**src/rtl/led_pkg.sv**
```systemverilog
// Purpose: shared mode encoding, switch match values and decode helper for the LED pattern generator.
// Latency: n/a (types, constants and a pure function only).
// Backpressure: n/a.
package led_pkg;

    typedef enum logic [2:0] {
        MODE_HOLD   = 3'd0,
        MODE_SHL    = 3'd1,
        MODE_SHR    = 3'd2,
        MODE_INV    = 3'd3,
        MODE_COUNT  = 3'd4,
        MODE_ROTL   = 3'd5,
        MODE_BOUNCE = 3'd6
    } mode_e;

    // Debounced switch values that select each mode. The whole word is
    // compared, so stray upper bits fall through to COUNT.
    localparam logic [31:0] MATCH_HOLD   = 32'h0000_0001;
    localparam logic [31:0] MATCH_SHL    = 32'h0000_0002;
    localparam logic [31:0] MATCH_SHR    = 32'h0000_0004;
    localparam logic [31:0] MATCH_INV    = 32'h0000_0008;
    localparam logic [31:0] MATCH_ROTL   = 32'h0000_0010;
    localparam logic [31:0] MATCH_BOUNCE = 32'h0000_0020;

    localparam logic DIR_LEFT  = 1'b0;
    localparam logic DIR_RIGHT = 1'b1;

    function automatic mode_e decode_mode(input logic [31:0] sw_val);
        mode_e m;
        case (sw_val)
            MATCH_HOLD:   m = MODE_HOLD;
            MATCH_SHL:    m = MODE_SHL;
            MATCH_SHR:    m = MODE_SHR;
            MATCH_INV:    m = MODE_INV;
            MATCH_ROTL:   m = MODE_ROTL;
            MATCH_BOUNCE: m = MODE_BOUNCE;
            default:      m = MODE_COUNT;
        endcase
        return m;
    endfunction

endpackage

```
**src/rtl/sw_debounce.sv**
```systemverilog
// Purpose: 2-flop synchronizer plus stability debouncer for a bank of raw switches.
// Latency: 2 sync cycles + DEB_CYCLES stable cycles before sw_db_o follows a new value.
// Backpressure: none; free-running sampler.
// Ports: clk, rst_n (async active-low), sw_i [W] raw switches, sw_db_o [W] debounced value.
module sw_debounce #(
    parameter int W          = 8,
    parameter int DEB_CYCLES = 1
) (
    input  logic         clk,
    input  logic         rst_n,
    input  logic [W-1:0] sw_i,
    output logic [W-1:0] sw_db_o
);

    localparam int            CW       = (DEB_CYCLES > 1) ? $clog2(DEB_CYCLES) : 1;
    localparam logic [CW-1:0] CNT_LAST = CW'(DEB_CYCLES - 1);

    logic [W-1:0]  sync1_q, sync2_q, db_q, db_d;
    logic [CW-1:0] cnt_q, cnt_d;

    // cnt_q counts cycles that sync2_q has held one value different from db_q.
    // sync1_q is one cycle ahead of sync2_q, so a mismatch there means sync2_q
    // is about to change and the window must restart. The commit test comes
    // first so a value that has already served its full window is taken even
    // if the input moves on in the same cycle.
    always_comb begin
        db_d  = db_q;
        cnt_d = cnt_q;
        if (sync2_q == db_q) begin
            cnt_d = '0;
        end else if (cnt_q == CNT_LAST) begin
            db_d  = sync2_q;
            cnt_d = '0;
        end else if (sync1_q != sync2_q) begin
            cnt_d = '0;
        end else begin
            cnt_d = cnt_q + CW'(1);
        end
    end

    always_ff @(posedge clk or negedge rst_n) begin
        if (!rst_n) begin
            sync1_q <= '0;
            sync2_q <= '0;
            db_q    <= '0;
            cnt_q   <= '0;
        end else begin
            sync1_q <= sw_i;
            sync2_q <= sync1_q;
            db_q    <= db_d;
            cnt_q   <= cnt_d;
        end
    end

    assign sw_db_o = db_q;

endmodule

```
**src/rtl/led_pattern_gen.sv**
```systemverilog
// Purpose: switch-selected LED pattern engine stepping on a speed-scaled tick.
// Latency: led_out/tick_o change together at the tick edge; mode_o is decode of debounced switches + 1 cycle.
// Backpressure: none; free-running.
// Ports: clk, rst_n (async active-low), sw [SW_W] raw switches, speed [2] rate select,
//        led_out [LED_W] pattern register, tick_o step strobe, mode_o [3] current mode.
module led_pattern_gen #(
    parameter int LED_W      = 8,
    parameter int SW_W       = 8,
    parameter int TICK_DIV   = 100000000,
    parameter int DEB_CYCLES = 1000000
) (
    input  logic             clk,
    input  logic             rst_n,
    input  logic [SW_W-1:0]  sw,
    input  logic [1:0]       speed,
    output logic [LED_W-1:0] led_out,
    output logic             tick_o,
    output logic [2:0]       mode_o
);
    import led_pkg::*;

    localparam int               DIV_W = $clog2(TICK_DIV);
    localparam logic [LED_W-1:0] ONE   = LED_W'(1);

    logic [SW_W-1:0]  sw_db;
    logic [DIV_W-1:0] div_q, div_d;
    logic [DIV_W:0]   period, period_m1;
    logic             tick_hit, tick_q;
    mode_e            mode_q, mode_d;
    logic [LED_W-1:0] pat_q, pat_d, bnc;
    logic             dir_q, dir_d;

    sw_debounce #(
        .W          (SW_W),
        .DEB_CYCLES (DEB_CYCLES)
    ) u_sw_debounce (
        .clk     (clk),
        .rst_n   (rst_n),
        .sw_i    (sw),
        .sw_db_o (sw_db)
    );

    // ">=" rather than "==" so a speed-up that lands below the current count
    // ticks on the next cycle instead of running on to wrap.
    always_comb begin
        period    = (DIV_W + 1)'(TICK_DIV) >> speed;
        period_m1 = period - (DIV_W + 1)'(1);
        tick_hit  = ({1'b0, div_q} >= period_m1);
        div_d     = tick_hit ? '0 : div_q + DIV_W'(1);
    end

    always_comb begin
        mode_d = decode_mode(32'(sw_db));
    end

    // Pattern step; uses the registered mode so a new mode applies from the
    // first tick after mode_o shows it. Shift-type modes seed an empty word.
    always_comb begin
        pat_d = pat_q;
        dir_d = dir_q;
        bnc   = '0;
        if (tick_hit) begin
            case (mode_q)
                MODE_HOLD: pat_d = pat_q;
                MODE_SHL:  pat_d = (pat_q == '0) ? ONE : (pat_q << 1);
                MODE_SHR:  pat_d = (pat_q == '0) ? ONE : (pat_q >> 1);
                MODE_INV:  pat_d = ~pat_q;
                MODE_ROTL: pat_d = (pat_q == '0) ? ONE : {pat_q[LED_W-2:0], pat_q[LED_W-1]};
                MODE_BOUNCE: begin
                    if (pat_q == '0) begin
                        bnc = ONE;
                    end else if (dir_q == DIR_LEFT) begin
                        bnc = pat_q << 1;
                    end else begin
                        bnc = pat_q >> 1;
                    end
                    pat_d = bnc;
                    // MSB wins when both ends are lit.
                    if (bnc[LED_W-1]) begin
                        dir_d = DIR_RIGHT;
                    end else if (bnc[0]) begin
                        dir_d = DIR_LEFT;
                    end
                end
                default:   pat_d = pat_q + ONE;
            endcase
        end
    end

    always_ff @(posedge clk or negedge rst_n) begin
        if (!rst_n) begin
            div_q  <= '0;
            tick_q <= 1'b0;
            mode_q <= MODE_COUNT;
            pat_q  <= '0;
            dir_q  <= DIR_LEFT;
        end else begin
            div_q  <= div_d;
            tick_q <= tick_hit;
            mode_q <= mode_d;
            pat_q  <= pat_d;
            dir_q  <= dir_d;
        end
    end

    assign led_out = pat_q;
    assign tick_o  = tick_q;
    assign mode_o  = mode_q;

endmodule

```
**config.mk**
```make
export PLATFORM = sky130hd
export DESIGN_NAME = led_pattern_gen
export DESIGN_NICKNAME = d
export VERILOG_FILES = /design/src/rtl/led_pkg.sv /design/src/rtl/sw_debounce.sv /design/src/rtl/led_pattern_gen.sv
export SDC_FILE = /design/constraint.sdc
export NUM_CORES = 1
export LEC_CHECK = 0
export CAP_MARGIN = 10
export CORE_MARGIN = 5
export CORE_UTILIZATION = 64
export DETAILED_ROUTE_END_ITERATION = 8
export DONT_BUFFER_PORTS = 1
export PLACE_DENSITY = 0.83
export SLEW_MARGIN = 20
export SYNTH_ARGS = -nofsm -noshare
export SYNTH_HDL_FRONTEND = slang
export SYNTH_SLANG_ARGS = --single-unit
```
**constraint.sdc**
```tcl
create_clock -name clk -period 2.95 [get_ports clk]
set_input_delay 0.295 -clock clk [delete_from_list [all_inputs] [get_ports clk]]
set_output_delay 0.295 -clock clk [all_outputs]
set_load 0.01 [all_outputs]
```
## After elaboration in Yosys (flattened, before gate mapping)

Index checks and enable logic that the tools add are counted.

- Output and inout port bits: 12
- Register bits after elaboration: 84
- Logic and storage cells: 53

- Equal/unequal tests: 14
- Magnitude comparators: 1
- Bitwise gates (word level): 3
- Shift operators: 1
- Muxes and demuxes: 15
- Add/sub/neg operators: 4
- Reduce and logical (&&, ||, !) cells: 6

Operators with widths:

| operator | count |
|---|---|
| $mux 20 | 3 |
| $mux 8 | 6 |
| $pmux 8 s6 | 1 |
| $ge 27x28->1 | 1 |
| $shr 27x2->28 const A | 1 |
| $sub 28x1->28 const B | 1 |
| $add 27x1->27 const B | 1 |
| $mux 27 | 1 |
| $add 20x1->20 const B | 1 |
| $eq 20x20->1 const B | 1 |
| $pmux 3 s6 | 1 |
| $add 8x1->8 const B | 1 |
| $eq 8x1->1 const B | 1 |
| $eq 8x2->1 const B | 1 |
| $eq 8x3->1 const B | 1 |
| $eq 8x4->1 const B | 1 |
| $eq 8x5->1 const B | 1 |
| $eq 8x6->1 const B | 1 |
| $eq 8x8->1 | 1 |
| $logic_not 8->1 | 1 |
| $ne 8x8->1 | 1 |
| $not 8->8 | 1 |
| $mux 7 | 1 |
| $eq 3x2->1 const B | 2 |
| other kinds (8) | 12 |

## Depth between registers and ports, before layout

Gate-level depths: netlist (run 1).

- Depth in word-level cells: 6
- Gate-level depth with buffers: 14
- Gate-level depth less buffers: 12

## Cells and area by module

A second synthesis (run 1) with hierarchy kept.

- Cells, all modules: 476
- Area, all modules: 4,739.5 um^2

Modules (own cells, without submodules):

| module | area an instance (um^2) | cells each | times used |
|---|---|---|---|
| led_pattern_gen | 2,776.4 | 320 | 1 |
| sw_debounce | 1,963.1 | 156 | 1 |

## Worst setup path before layout (run 1)

OpenSTA, ideal clock, no wires.

- Path type: input -> register
- Start point: input port speed[1]
- End point: register pat_q[1] (netlist: led_out[1])
- Data required time: 2.825 ns
- Path slack: 0.522 ns
- Data arrival time: 2.303 ns
- Path buffers: 1
- Stages: 12
- Cells stage by stage: inv_1 -> nor2_1 -> inv_1 -> ha_1 -> ha_1 -> a21o_1 -> nand2_1 -> a311o_1 -> o221ai_2 -> and2_4 -> buf_6 -> mux2_4

- Cells in the longest elaborated chain, start to end: 4

Ends and longest elaborated chain:

| what | RTL line | text |
|---|---|---|
| from (decl) | led_pattern_gen.sv:15 | `input logic [1:0] speed,` |
| $shr 27x2->28 | led_pattern_gen.sv:46 | `period = (DIV_W + 1)'(TICK_DIV) >> speed;` |
| $sub 28x1->28 | led_pattern_gen.sv:47 | `period_m1 = period - (DIV_W + 1)'(1);` |
| $ge 27x28->1 | led_pattern_gen.sv:48 | `tick_hit = ({1'b0, div_q} >= period_m1);` |
| $reduce_and 2->1 (no source line) | -- |  |
| to (signal assigned) | led_pattern_gen.sv:101 | `pat_q <= pat_d;` |
| to (decl) | led_pattern_gen.sv:30 | `logic [LED_W-1:0] pat_q, pat_d, bnc;` |

Every way passes these cells.
A chain may end at the register's enable or synchronous reset.

## Worst setup path after layout (run 1)

- Start point: register div_q[23]
- End point: register div_q[17]

- Cells in the longest elaborated chain, start to end: 2

Ends and longest elaborated chain:

| what | RTL line | text |
|---|---|---|
| from (decl) | led_pattern_gen.sv:26 | `logic [DIV_W-1:0] div_q, div_d;` |
| from (signal assigned) | led_pattern_gen.sv:98 | `div_q <= div_d;` |
| $ge 27x28->1 | led_pattern_gen.sv:48 |  |
| $mux 27 | led_pattern_gen.sv:49 | `div_d = tick_hit ? '0 : div_q + DIV_W'(1);` |
| net div_d[17] | led_pattern_gen.sv:26 |  |

The timed path passes the listed nets, and every way through them passes these cells.

==> results.py, run 1 <==
metrics = {
    "clock_network": {
        "postCtsSetupBuffers": 0,
        "cts_sinks": 84,
        "cts_buffer_depth": 2,
        "clk_latency_ps": 340,
        "cts_max_level": 3,
        "cts.repair.resized": 0,
        "postCtsHoldBufs": 10,
        "tritoncts": "yes",
        "clockRootBuffer": "clkbuf_8",
        "cts_buffers": 9,
        "cts.clk_slew.worst_paths_ps": 80,
    },
    "synthesis": {
        "synthArstFlopShare_pct": 100.0,
        "synth_area_leader_cell": "dfrtp_1",
        "synth_commonest_cells": "83 x dfrtp_1, 65 x nor2_1, 35 x nand2_1",
        "synthCells": 481,
        "yosys_warnings": 0,
        "synth_enable_flop_cells": 0,
        "yosysMostFrequentCell": "dfrtp_1",
        "synth-main-ff-cell": "dfrtp_1",
        "synth_top_area_share_pct": 44.89,
        "syn_avg_cell_area_sq_um": 9.619,
        "synth-seq-cells": 84,
        "netlist_area_sq_um": 4627,
        "synth_cell_type_count": 52,
        "synth.area.top_cells": "dfrtp_1 45%, ha_1 6.8%, xnor2_1 6.2%",
        "ys_seq_area_share_pct": 45.46,
    },
    "drt": {
        "maxUsedRoutingLayer": "met4",
        "route.met3.wl_microns": 389,
        "wl_met2_mm": 4.239,
        "wirelength_met1_mm": 4.107,
        "routedWlPerCell_microns": 14.90,
        "route.detailed.drc": 0,
        "drt_pass1_iterations": 4,
        "drtIter0Drc": 167,
        "vias": 3447,
        "via_per_inst": 5.852,
        "drtAntennaViolNets": 0,
        "drt_wl_total_mm": 8.778,
    },
    "floorplan": {
        "die_area_sq_um": 9030,
        "core_area_sq_um": 7137,
        "start_util_pct": 64.83,
        "chipHeight_microns": 95.03,
        "rows": 31,
        "pin_count": 24,
        "die_w_microns": 95.03,
    },
    "timing": {
        "finalCriticalPeriod_ps": 2522,
        "relSlewSlack_pct": 59.36,
        "tightest_slew_ps": 608.1,
        "fin_setup_tns_ps": 0,
        "max_freq_mhz": 396.5,
        "hold_viol": 0,
        "setup_viol": 0,
        "finalCritPeriodShare_pct": 85.49,
        "drv_slew": 0,
        "final.setup_skew_ps": 8.174,
        "rsz0062_at_grt": "no",
    },
    "place": {
        "io_buffer_count": 0,
        "hpwl_mm": 6.170,
        "gp_congestion": 0.8954,
        "placedCellCount": 563,
    },
    "power_and_ir_drop": {
        "vdd_drop_max_mv": 0.4225,
        "p_switching_mw": 0.4431,
        "sw_frac_of_total_pct": 22.59,
        "internal_power_mw": 1.518,
        "power_leakage_nw": 2.217,
        "powerDensity_nw_per_um2": 395.1,
        "p_clk_share_pct": 36.3,
        "power.total_mw": 1.961,
        "pwr-share-seq_pct": 59.8,
        "comb_power_share_pct": 3.9,
    },
    "finish": {
        "final-instance-count-excl-fill": 589,
        "area_growth_pct": 7.274,
        "utilization_pct": 69.55,
        "drive_gt1_share_pct": 7.143,
        "diodes": 0,
        "nNetsFinal": 522,
        "fillers": 565,
    },
    "global_routing": {
        "grtUsageTotal_pct": 21.48,
        "grt_pass1_vias": 3414,
        "grt.overflow.total": 0,
        "grt_max_degree": 85,
        "grt_pass1_wl_mm": 15.44,
        "antenna_found_initial": 0,
    },
    "setup_path": {
        "startpoint_type": "flop",
        "cp_max_fo": 22,
        "crit_chain": "ha_1 > nand4_1 > or2_2 > a311o_1 > o221ai_2 > buf_4 > buf_4 > nor2_1",
        "crit_type": "reg -> reg",
        "critPathMaxStageDelay_ps": 440,
        "end_kind": "flop",
        "arrival_ps": 2750,
        "required_ps": 3180,
        "r2r_cells": 8,
        "crit_top_cell": "buf_4",
        "cp_slowest_cell": "dfrtp_1",
    },
    "status": {
        "status": "finished clean",
    },
    "worst_hold_path": {
        "hold_class": "reg -> reg",
        "holdPathStages": 0,
    },
    "job": {
        "cap_violations": 0,
    },
}
-- routing by layer --
layer | vias to the layer above | global-route usage [%]
met1 | 1680 | 29.28
li1 | 1685 | -
met2 | 78 | 34.82
met3 | 4 | 3.157
met5 | - | 0
met4 | 0 | 8.413
-- sequential cells by signal (all words and copies together) (netlist names) --
name / cells
dir_q: 1
div_q: 27
led_out: 8
mode_o: 3
tick_o: 1
u_sw_debounce.cnt_q: 20
u_sw_debounce.sw_db_o: 8
u_sw_debounce.sync1_q: 8
u_sw_debounce.sync2_q: 8
-- cells by family after synthesis --
kind of cell               Yosys count  synth area share [%]
other                                1               0.08105
muxes                                9                 2.271
adders and majority gates           25                 6.760
AOI/OAI and AO/OA                   70                 10.09
buffers and inverters               36                 3.299
DFF                                 84                 45.46
and+or+nand+nor                    196                 20.69
xor gates and xnor gates            60                 11.36
-- metrics by stage --
| stage | instance area [sq um] | setup slack (ps) | hold slack [ps] |
|---|---|---|---|
| 5_1_grt | 4964 | 300.0 | 407.2 |
| 3_5_place_dp | 4677 | 333.2 | 1.908 |
| 4_1_cts | 4964 | 442.3 | 397.7 |
| 2_1_floorplan | 4631 | 521.9 | -0.5911 |
| 6_report | 4964 | 428.2 | 394.3 |
| 3_3_place_gp | 4677 | 437.9 | 2.346 |
-- layout by cell type (no fill, tap or decap), drive strengths merged, types with 2 or more instances in the layout --
| cell type | netlist | final |
|---|---|---|
| o211ai | 4 | 4 |
| a21o | 5 | 5 |
| nand2 | 35 | 35 |
| clkinv | 0 | 4 |
| and3 | 8 | 8 |
| nand3 | 30 | 30 |
| o21ai | 15 | 15 |
| or2 | 2 | 2 |
| and2 | 5 | 5 |
| a21oi | 19 | 19 |
| a22o | 3 | 3 |
| dlygate4sd3 | 0 | 9 |
| a31oi | 6 | 6 |
| nor2b | 4 | 4 |
| inv | 16 | 16 |
| xnor2 | 33 | 33 |
| clkbuf | 15 | 11 |
| a221oi | 5 | 5 |
| nor4 | 5 | 5 |
| nand2b | 6 | 6 |
| and4 | 5 | 5 |
| a211oi | 2 | 2 |
| or3 | 3 | 3 |
| nor2 | 66 | 66 |
| nor4b | 2 | 2 |
| xor2 | 27 | 27 |
| dfrtp | 83 | 83 |
| ha | 25 | 25 |
| conb | 1 | 2 |
| nand4 | 18 | 18 |
| buf | 5 | 3 |
| nor3 | 5 | 5 |
| mux2 | 9 | 9 |
-- final timing paths --
kind,start,to,slack [ps]
max,div_q[23]$_DFF_PN0_,div_q[17]$_DFF_PN0_,430
min,u_sw_debounce.sync1_q[3]$_DFF_PN0_,u_sw_debounce.sync2_q[3]$_DFF_PN0_,390
max reg2reg,div_q[23]$_DFF_PN0_,div_q[17]$_DFF_PN0_,430
min reg2reg,u_sw_debounce.sync1_q[3]$_DFF_PN0_,u_sw_debounce.sync2_q[3]$_DFF_PN0_,390
max in group asynchronous,rst_n,mode_o[2]$_DFF_PN1_,2090
min in group asynchronous,rst_n,div_q[16]$_DFF_PN0_,510
-- power groups by stage --
stage,clock (mW),sequential (mW),combinational (mW)
6_report,0.712,1.17,0.0771
3_5_place_dp,0,1.20,0.0425
2_1_floorplan,0,1.19,0.0360
5_1_grt,0.789,1.17,0.0894
4_1_cts,0.738,1.17,0.0788
3_3_place_gp,0,1.19,0.0401
-- critical path: cells and delay by family, from the launching register on --
family | cells | cell delay, ps
DFF | 1 | 440
adders and majority gates | 1 | 360
and+or+nand+nor | 3 | 510
AOI/OAI and AO/OA | 2 | 580
buffers and inverters | 2 | 510
-- layout make-up --
type	instances	area [sq um]	area share (%)
Multi-Input combinational cell	362	2375	47.84
Sequential cell	84	2103	42.37
Clock buffer	11	141.4	2.849
Timing Repair Buffer	12	132.6	2.672
Tap cell	99	123.9	2.496
Inverter	16	60.06	1.210
Clock inverter	5	27.53	0.5546
Power figures use the tool's default switching activity.
==> run 2, diff against run 1 <==
--- a/config.mk
+++ b/config.mk
@@ -11,7 +11,8 @@
 export DETAILED_ROUTE_END_ITERATION = 8
 export DONT_BUFFER_PORTS = 1
 export PLACE_DENSITY = 0.83
-export SLEW_MARGIN = 20
+export SKIP_LAST_GASP = 1
 export SYNTH_ARGS = -nofsm -noshare
 export SYNTH_HDL_FRONTEND = slang
+export SYNTH_HIERARCHICAL = 1
 export SYNTH_SLANG_ARGS = --single-unit
==> results.py, run 2 <==
metrics = {
    "clock_network": {
        "cts_buffers": 9,
        "cts.clk_slew.worst_paths_ps": 100,
        "cts_buffer_depth": 2,
        "clk_latency_ps": 370,
        "cts.repair.resized": 0,
        "postCtsHoldBufs": 10,
        "postCtsSetupBuffers": 0,
        "clockRootBuffer": "clkbuf_8",
        "cts_max_level": 3,
        "cts_sinks": 84,
        "tritoncts": "yes",
    },
    "setup_path": {
        "reg2reg_to": "led_out[1]$_DFFE_PN0P_",
        "cp_max_fo": 7,
        "arrival_ps": 2780,
        "rr_startpoint": "led_out[1]$_DFFE_PN0P_",
        "end_kind": "flop",
        "startpoint_type": "flop",
        "r2r_setup_slack_ps": 420,
        "r2r_cells": 8,
        "required_ps": 3200,
        "crit_type": "reg -> reg",
    },
    "timing": {
        "finalCritPeriodShare_pct": 85.79,
        "hold_viol": 0,
        "setup_ws_ps": 419.1,
        "drv_slew": 0,
        "rsz0062_at_grt": "no",
        "fin_setup_tns_ps": 0,
        "setup_viol": 0,
        "finalCriticalPeriod_ps": 2531,
        "final.setup_skew_ps": 13.57,
        "max_freq_mhz": 395.1,
        "relSlewSlack_pct": 63.82,
        "tightest_slew_ps": 538.6,
        "hold-worst-slack_ps": 399.7,
    },
    "synthesis": {
        "synthCells": 476,
        "syn_avg_cell_area_sq_um": 9.957,
        "synth.area.top_cells": "dfrtp_1 44%, ha_1 6.3%, xor2_1 5.9%",
        "synth-seq-cells": 84,
        "synth_area_leader_cell": "dfrtp_1",
        "synth-main-ff-cell": "dfrtp_1",
        "netlist_area_sq_um": 4740,
        "ys_seq_area_share_pct": 44.38,
        "synthArstFlopShare_pct": 100.0,
        "yosys_warnings": 6,
        "synth_top_area_share_pct": 43.82,
        "yosysMostFrequentCell": "dfrtp_1",
        "synth_enable_flop_cells": 0,
        "synth_commonest_cells": "83 x dfrtp_1, 38 x nor2_1, 33 x nand2_1",
        "synth_cell_type_count": 63,
    },
    "drt": {
        "drt_wl_total_mm": 9.215,
        "routedWlPerCell_microns": 15.67,
        "via_per_inst": 6.041,
        "drtAntennaViolNets": 0,
        "drt_pass1_iterations": 4,
        "vias": 3552,
        "drtIter0Drc": 174,
        "route.detailed.drc": 0,
    },
    "floorplan": {
        "rows": 31,
        "start_util_pct": 65.70,
        "die_area_sq_um": 9227,
        "pin_count": 24,
        "die_w_microns": 96.06,
        "core_area_sq_um": 7214,
        "chipHeight_microns": 96.06,
    },
    "power_and_ir_drop": {
        "vdd_drop_max_mv": 0.3276,
        "power_leakage_nw": 2.305,
        "powerDensity_nw_per_um2": 404.0,
    },
    "global_routing": {
        "grt.overflow.total": 0,
        "grt_max_degree": 85,
        "grt_pass1_wl_mm": 16.05,
        "antenna_found_initial": 0,
        "grtUsageTotal_pct": 22.10,
        "grt_pass1_vias": 3491,
    },
    "finish": {
        "nNetsFinal": 520,
        "multi_input_area_sq_um": 2464,
        "drive_gt1_share_pct": 9.407,
        "reg_top3": "div_q (27), u_sw_debounce/cnt_q (20)",
        "seqCellArea_sq_um": 2103,
        "diodes": 0,
        "largest_reg_flops": 27,
        "largest_register": "div_q",
        "layout_commonest_cell": "dfrtp_1",
        "mostFrequentLayoutCells": "83 x dfrtp_1, 38 x nor2_1, 33 x nand2_1, 32 x xor2_1, 24 x ha_1",
        "fillers": 547,
        "area_growth_pct": 7.840,
    },
    "place": {
        "gp_congestion": 0.9895,
        "pre_cts_slack_ps": 471.7,
        "io_buffer_count": 0,
        "hpwl_mm": 6.452,
    },
    "worst_hold_path": {
        "hold_end": "u_sw_debounce/sync2_q[4]$_DFF_PN0_",
        "holdPathStages": 0,
        "hp-start": "u_sw_debounce/sync1_q[4]$_DFF_PN0_",
        "hold_class": "reg -> reg",
    },
    "job": {
        "cap_violations": 0,
    },
    "status": {
        "status": "finished clean",
    },
}
-- run 2: cell count changes after synthesis, moves of 6 or more --
cell	before	now
a211oi_1	2	9
mux2_2	8	0
mux2_4	1	8
nand3_1	30	22
nor2_1	65	38
nor3_1	5	16
o21ai_0	15	22
or3_1	3	9
xnor2_1	33	21
-- run 2: per-layer routing --
layer | track usage (%) | part of all wire [%] | vias to the layer above
li1 | - | - | 1723
met1 | 29.03 | 44 | 1728
met2 | 36.57 | 50 | 84
met3 | 3.362 | 3.6 | 17
met4 | 9.005 | 2.1 | 0
met5 | 0 | 0 | -
-- run 2: worst max-delay path by stage --
stage,from,to,cells past startpoint
2_1_floorplan,led_out[1]$_DFFE_PN0P_,led_out[1]$_DFFE_PN0P_,8
3_3_place_gp,led_out[1]$_DFFE_PN0P_,led_out[2]$_DFFE_PN0P_,8
3_5_place_dp,led_out[1]$_DFFE_PN0P_,led_out[1]$_DFFE_PN0P_,8
4_1_cts,led_out[1]$_DFFE_PN0P_,led_out[1]$_DFFE_PN0P_,8
5_1_grt,led_out[1]$_DFFE_PN0P_,led_out[1]$_DFFE_PN0P_,8
6_report,led_out[1]$_DFFE_PN0P_,led_out[1]$_DFFE_PN0P_,8
-- run 2: final cells by class --
cell class | instances | area share (%)
multi-input combinational | 356 | 48.20
tap | 99 | 2.424
inverter | 18 | 1.322
timing repair buffer | 15 | 3.036
clock buffer | 9 | 2.424
clock inverter | 7 | 1.444
sequential | 84 | 41.15
-- run 2: per-stage QoR --
stage	instance area [sq um]	cells	power (mW)	utilization, %
6_report	5111	588	2.065	70.85
5_1_grt	5111	588	2.139	70.85
4_1_cts	5111	588	2.081	70.85
3_5_place_dp	4796	562	1.234	66.48
3_3_place_gp	4796	562	1.231	66.48
2_1_floorplan	4743	477	1.225	-
-- run 2: logic make-up after synthesis --
logic type | share of synthesized area [%]
compound gates | 12.25
xor+xnor | 9.794
fa+ha+maj | 6.336
buf+inv | 3.722
flops | 44.38
mux | 2.957
other cells | 0.1585
simple gates | 20.41
-- run 2: where the power goes --
part	total, mW	internal (mW)	switching, mW	leakage (nW)
combinational	0.0740	0.0300	0.0439	1.09
sequential	1.17	1.16	0.0102	1.11
clock	0.819	0.334	0.485	0.101
-- run 2: critical path, cell delays in order, from the launching register on --
cell and delay, ps:
dfrtp_1 510, inv_1 170, ha_1 170, or4b_4 470, or4_4 440, and2_4 180, a221o_1 300, o21ai_1 90
mux2i_1 90
